## src/rtl/ddr_cmd_pkg.sv

```systemverilog
// Shared DDR command definitions: {RAS,CAS,WE} encodings, address widths and
// the read-sequencer state type.
package ddr_cmd_pkg;

   localparam int ROW_W = 13;
   localparam int COL_W = 10;
   localparam int BA_W  = 2;

   localparam logic [2:0] CMD_NOP       = 3'b111;
   localparam logic [2:0] CMD_ACTIVE    = 3'b011;
   localparam logic [2:0] CMD_READ      = 3'b101;
   localparam logic [2:0] CMD_PRECHARGE = 3'b010;
   localparam logic [2:0] CMD_WRITE     = 3'b100;

   typedef enum logic [2:0] {
      ST_IDLE,
      ST_ACT,
      ST_RCD,
      ST_RD,
      ST_CAP,
      ST_RP
   } rdseq_state_t;

   // READ address: A10 set selects auto-precharge, upper row bits unused.
   function automatic logic [ROW_W-1:0] read_addr(input logic [COL_W-1:0] col);
      return {2'b00, 1'b1, col};
   endfunction

endpackage

```

## src/rtl/ddr_wait_counter.sv

```systemverilog
// Loadable 4-bit down-counter with a zero flag; saturates at zero rather than
// wrapping. Shared by the tRCD, CAS-latency and tRP waits.
module ddr_wait_counter (
   input  logic       clk,
   input  logic       rst,
   input  logic       load,
   input  logic [3:0] load_val,
   input  logic       dec,
   output logic       zero
);

   logic [3:0] count;

   always_ff @(posedge clk) begin
      if (rst) begin
         count <= 4'd0;
      end else if (load) begin
         count <= load_val;
      end else if (dec && count != 4'd0) begin
         count <= count - 4'd1;
      end
   end

   assign zero = (count == 4'd0);

endmodule

```

## src/rtl/ddr_read_sequencer.sv

```systemverilog
// One DDR read per request: ACTIVE, tRCD, READ with auto-precharge, CAS
// latency, burst capture from the PHY, tRP recovery. All outputs registered.
module ddr_read_sequencer
   import ddr_cmd_pkg::*;
#(
   parameter int T_RCD = 3,
   parameter int CL    = 2,
   parameter int BL    = 4,
   parameter int T_RP  = 3,
   parameter int DW    = 32
) (
   input  logic             clk,
   input  logic             rst,
   input  logic             req_valid,
   output logic             req_ready,
   input  logic [BA_W-1:0]  req_bank,
   input  logic [ROW_W-1:0] req_row,
   input  logic [COL_W-1:0] req_col,
   output logic             cke,
   output logic             ras,
   output logic             cas,
   output logic             we,
   output logic [BA_W-1:0]  ba,
   output logic [ROW_W-1:0] addr,
   input  logic [DW-1:0]    dq_in,
   output logic             rd_valid,
   output logic [DW-1:0]    rd_data,
   output logic             rd_last
);

   rdseq_state_t     state, state_d;
   logic             ready_q, ready_d;
   logic [2:0]       cmd_d;
   logic [BA_W-1:0]  ba_d, bank_q;
   logic [ROW_W-1:0] addr_d;
   logic [COL_W-1:0] col_q;
   logic             rd_valid_d, rd_last_d;
   logic [DW-1:0]    rd_data_d;
   logic [3:0]       beat_q, beat_d;
   logic             cnt_load, cnt_dec, cnt_zero;
   logic [3:0]       cnt_val;
   logic             accept;

   assign accept = (state == ST_IDLE) && req_valid;

   // Gated so a requester never sees ready while reset is being applied.
   assign req_ready = ready_q & ~rst;

   ddr_wait_counter u_wait (
      .clk      (clk),
      .rst      (rst),
      .load     (cnt_load),
      .load_val (cnt_val),
      .dec      (cnt_dec),
      .zero     (cnt_zero)
   );

   // The counter is loaded on the edge entering each wait so that its zero
   // flag lines up with the registered command outputs: T_RCD-1 entering ACT,
   // CL entering RD, T_RP-1 entering RP.
   always_comb begin
      // NOTE: every output of this block gets a default first so no path leaves one unassigned and infers a latch.
      state_d    = state;
      ready_d    = 1'b0;
      cmd_d      = CMD_NOP;
      ba_d       = ba;
      addr_d     = addr;
      rd_valid_d = 1'b0;
      rd_data_d  = rd_data;
      rd_last_d  = 1'b0;
      beat_d     = beat_q;
      cnt_load   = 1'b0;
      cnt_val    = 4'd0;
      cnt_dec    = 1'b0;

      unique case (state)
         ST_IDLE: begin
            if (req_valid) begin
               state_d  = ST_ACT;
               cmd_d    = CMD_ACTIVE;
               ba_d     = req_bank;
               addr_d   = req_row;
               cnt_load = 1'b1;
               cnt_val  = 4'(T_RCD - 1);
            end else begin
               ready_d = 1'b1;
            end
         end
         ST_ACT, ST_RCD: begin
            if (cnt_zero) begin
               state_d  = ST_RD;
               cmd_d    = CMD_READ;
               ba_d     = bank_q;
               addr_d   = read_addr(col_q);
               cnt_load = 1'b1;
               cnt_val  = 4'(CL);
            end else begin
               state_d = ST_RCD;
               cnt_dec = 1'b1;
            end
         end
         ST_RD: begin
            state_d = ST_CAP;
            cnt_dec = 1'b1;
         end
         ST_CAP: begin
            if (cnt_zero) begin
               rd_valid_d = 1'b1;
               rd_data_d  = dq_in;
               beat_d     = beat_q + 4'd1;
               if (beat_q == 4'(BL - 1)) begin
                  rd_last_d = 1'b1;
                  beat_d    = 4'd0;
                  state_d   = ST_RP;
                  cnt_load  = 1'b1;
                  cnt_val   = 4'(T_RP - 1);
               end
            end else begin
               cnt_dec = 1'b1;
            end
         end
         ST_RP: begin
            if (cnt_zero) begin
               state_d = ST_IDLE;
               ready_d = 1'b1;
            end else begin
               cnt_dec = 1'b1;
            end
         end
         default: state_d = ST_IDLE;
      endcase
   end

   always_ff @(posedge clk) begin
      // NOTE: sequential state uses non-blocking assignments so every register samples pre-edge values.
      if (rst) begin
         state          <= ST_IDLE;
         ready_q        <= 1'b1;
         cke            <= 1'b1;
         {ras, cas, we} <= CMD_NOP;
         ba             <= '0;
         addr           <= '0;
         rd_valid       <= 1'b0;
         rd_data        <= '0;
         rd_last        <= 1'b0;
         beat_q         <= 4'd0;
         bank_q         <= '0;
         col_q          <= '0;
      end else begin
         state          <= state_d;
         ready_q        <= ready_d;
         cke            <= 1'b1;
         {ras, cas, we} <= cmd_d;
         ba             <= ba_d;
         addr           <= addr_d;
         rd_valid       <= rd_valid_d;
         rd_data        <= rd_data_d;
         rd_last        <= rd_last_d;
         beat_q         <= beat_d;
         if (accept) begin
            bank_q <= req_bank;
            col_q  <= req_col;
         end
      end
   end

endmodule

```

## config.mk

```make
export PLATFORM = sky130hd
export DESIGN_NAME = ddr_read_sequencer
export DESIGN_NICKNAME = d
export VERILOG_FILES = /design/src/rtl/ddr_cmd_pkg.sv /design/src/rtl/ddr_wait_counter.sv /design/src/rtl/ddr_read_sequencer.sv
export SDC_FILE = /design/constraint.sdc
export NUM_CORES = 1
export LEC_CHECK = 0
export CAP_MARGIN = 10
export CORE_MARGIN = 2
export CORE_UTILIZATION = 49
export CTS_BUF_LIST = sky130_fd_sc_hd__clkbuf_4
export DETAILED_ROUTE_END_ITERATION = 12
export PLACE_DENSITY = 0.95
export SKIP_LAST_GASP = 1
export SLEW_MARGIN = 20
export SYNTH_ARGS = -nofsm -noshare
export SYNTH_HDL_FRONTEND = slang
export SYNTH_SLANG_ARGS = --single-unit
```

## constraint.sdc

```tcl
create_clock -name clk -period 5.2 [get_ports clk]
set_input_delay 1.04 -clock clk [delete_from_list [all_inputs] [get_ports clk]]
set_output_delay 1.04 -clock clk [all_outputs]
set_load 0.1 [all_outputs]
```

==> results.cfg <==
[logic_synthesis]
synth_seq_cells = 75
yosysMostFrequentCell = nand2_1
synth-edff-count = 0
synth_cell_type_count = 42
yosys-top-cells-area = dfxtp_1 (50%), nand2_1 (12%), a21oi_1 (8.7%)
synth_area_leader_cell = dfxtp_1
syn_avg_cell_area_sq_um = 8.473
yosysTopAreaCellShare_pct = 49.92
yosys_most_used_dff = dfxtp_1
synth_area_sq_mm = 0.003008
ys_top_cells_by_count = nand2_1 (93), dfxtp_1 (75), a21oi_1 (52)
synthCells = 355
async_reset_ff_share_pct = 0
yosysWarnings = 0
ys_seq_area_share_pct = 49.92

[timing]
hold_ws_ns = 0.4590
fin_crit_ns = 3.426
final_max_slew_viol_count = 0
fin_worst_skew_ns = 0.01377
rsz0062_at_grt = no
worstMarginPinSlew_ns = 1.019
slew_headroom_pct = 31.87
setup_viol = 0
timing.final.hold_violations = 0
tns_ns = 0
period_share_pct = 65.89
max_freq_mhz = 291.9

[routing]
drtAntennaViolNets = 0
drt-total-wl_microns = 7426
vias = 2757
drtPass1Iterations = 4
wire_per_inst_microns = 13.93
vias_per_cell = 5.173
drtIter0Drc = 155
drc = 0

[critical_path]
cp.required_ns = 4.16
r2r_slack_ns = 2.90
cp_max_fo = 2
critPathLaunch = rst
arrival_ns = 2.39
endpoint_kind = primary output
path_class = input pin to primary output
rr_worst_depth = 5
crit_path_end = req_ready
crit_path_start_kind = input pin
r2r-end = addr[7]$_SDFFE_PP0P_
rr_startpoint = state[2]$_SDFFE_PP0P_

[die]
ioPinCount = 114
core_sq_mm = 0.005921
start_util_pct = 50.80
rows = 28
chipWidth_microns = 82.35
die_h_microns = 82.35
die_area_sq_mm = 0.006782

[power]
p_clk_share_pct = 14.6
sequentialPowerShare_pct = 32.6
power_frac_comb_pct = 52.8
p_per_area_mw_per_mm2 = 544.9
leakagePower_nw = 1.506
p_sw_w = 0.001104
swShare_pct = 47.91
p_int_w = 0.001201
vdd_drop_max_mv = 0.3409

[cts]
cts-buffers-inserted = 9
cts_resized = 0
clkTransAtPathRegs_ns = 0.10
clock_latency_ns = 0.41
cts_tree = yes
cts-root-to-sink-buffers = 2
ctsHoldBuffers = 0
clock_sinks = 75
h-tree-depth = 3
post_cts_buffers = 0
cts_root_buffer = clkbuf_4

[placed_design]
gp_congestion = 0.8936
portBuffers = 111
hpwl_microns = 5175

[cells_and_area]
final_net_count = 516
fill_cells = 451
drive_above_1_share_pct = 6.550
diodes = 0
areaGrowthSynthToFinish_pct = 40.64

[global_route]
track_usage_pct = 21.98
gr-total-overflow = 0
grt_antenna_before_repair = 0
grt_pass1_wl_microns = 11320
first_global_vias = 2588
grt_max_degree = 72

[hold_path]
hold_path.class = register to register

[job]
cap_viol_max_count = 0

[outcome]
status = complete, no violations
-- flip-flops by register name (all words and copies together) (netlist names), 2 cells and up --
register,flops
u_wait.count,4
col_q,10
bank_q,2
addr,13
beat_q,4
ba,2
rd_data,32
state,3
-- logic make-up after synthesis --
kind of cell | after synthesis | share of synthesized area [%]
compound gates | 80 | 17.05
xor+xnor | 4 | 1.165
fa+ha+maj | 2 | 0.8318
buf+inv | 36 | 5.782
flops | 75 | 49.92
mux | 14 | 4.659
other cells | 1 | 0.1247
simple gates | 143 | 20.47
-- power groups by stage --
| stage | registers [W] | clock network [W] | logic, W |
|---|---|---|---|
| 2_1_floorplan | 0.00117 | 0 | 0.000564 |
| 3_3_place_gp | 0.000757 | 0 | 0.00117 |
| 3_5_place_dp | 0.000762 | 0 | 0.00120 |
| 4_1_cts | 0.000748 | 0.000346 | 0.00120 |
| 5_1_grt | 0.000763 | 0.000369 | 0.00129 |
| 6_report | 0.000750 | 0.000338 | 0.00122 |
-- metrics by stage --
stage	util [%]	instance area [sq um]	cells	setup WS, ns	power, W
after floorplan	-	3012	356	1.413	0.001729
after global placement	69.15	4094	517	1.777	0.001929
after detailed placement	69.15	4094	517	1.769	0.001962
after CTS	71.26	4219	532	1.768	0.002297
after global routing	71.45	4230	533	1.726	0.002424
final	71.45	4230	533	1.774	0.002305
-- worst min path at each step --
| stage | from | to | cells past startpoint |
|---|---|---|---|
| after floorplan | bank_q[0]$_SDFFE_PP0P_ | bank_q[0]$_SDFFE_PP0P_ | 2 |
| after detailed placement | rd_data[0]$_SDFFE_PP0P_ | rd_data[0]$_SDFFE_PP0P_ | 2 |
| after CTS | rd_data[12]$_SDFFE_PP0P_ | rd_data[12]$_SDFFE_PP0P_ | 2 |
| final | rd_data[12]$_SDFFE_PP0P_ | rd_data[12]$_SDFFE_PP0P_ | 2 |
| after global placement | rd_data[27]$_SDFFE_PP0P_ | rd_data[27]$_SDFFE_PP0P_ | 2 |
| after global routing | col_q[2]$_SDFFE_PP0P_ | col_q[2]$_SDFFE_PP0P_ | 2 |
-- worst max-delay path, stage by stage --
cell	delay [ns]
buf_2	0.11
nor2b_1	0.10
clkdlybuf4s50_1	1.13
-- placed cells by master (no fill, tap or decap), drive strengths merged, types with 4 or more instances in the layout --
master / instances
mux2i: 14
dfxtp: 75
buf: 6
inv: 7
nor3: 5
clkbuf: 11
a211oi: 15
clkdlybuf4s50: 110
nor2: 23
xnor2: 4
nand2: 93
a21oi: 52
-- area by class of cell --
type                    count  area [sq um]  area share [%]
clock buffers              11         82.58           1.952
multi-input cells         245          1336           31.59
repair buffers            116          1147           27.12
well taps                  75         93.84           2.218
clock inverters             4         42.54           1.006
flip-flops and latches     75          1501           35.49
inverters                   7         26.28          0.6211
-- layer usage --
layer / track usage (%) / part of all wire, % / wire length, microns
met5: 0 / 0 / 0
met4: 13.00 / 2.4 / 180
met3: 7.065 / 7.9 / 583
met2: 35.48 / 47 / 3522
met1: 25.41 / 42 / 3140
Power figures use the tool's default switching activity.
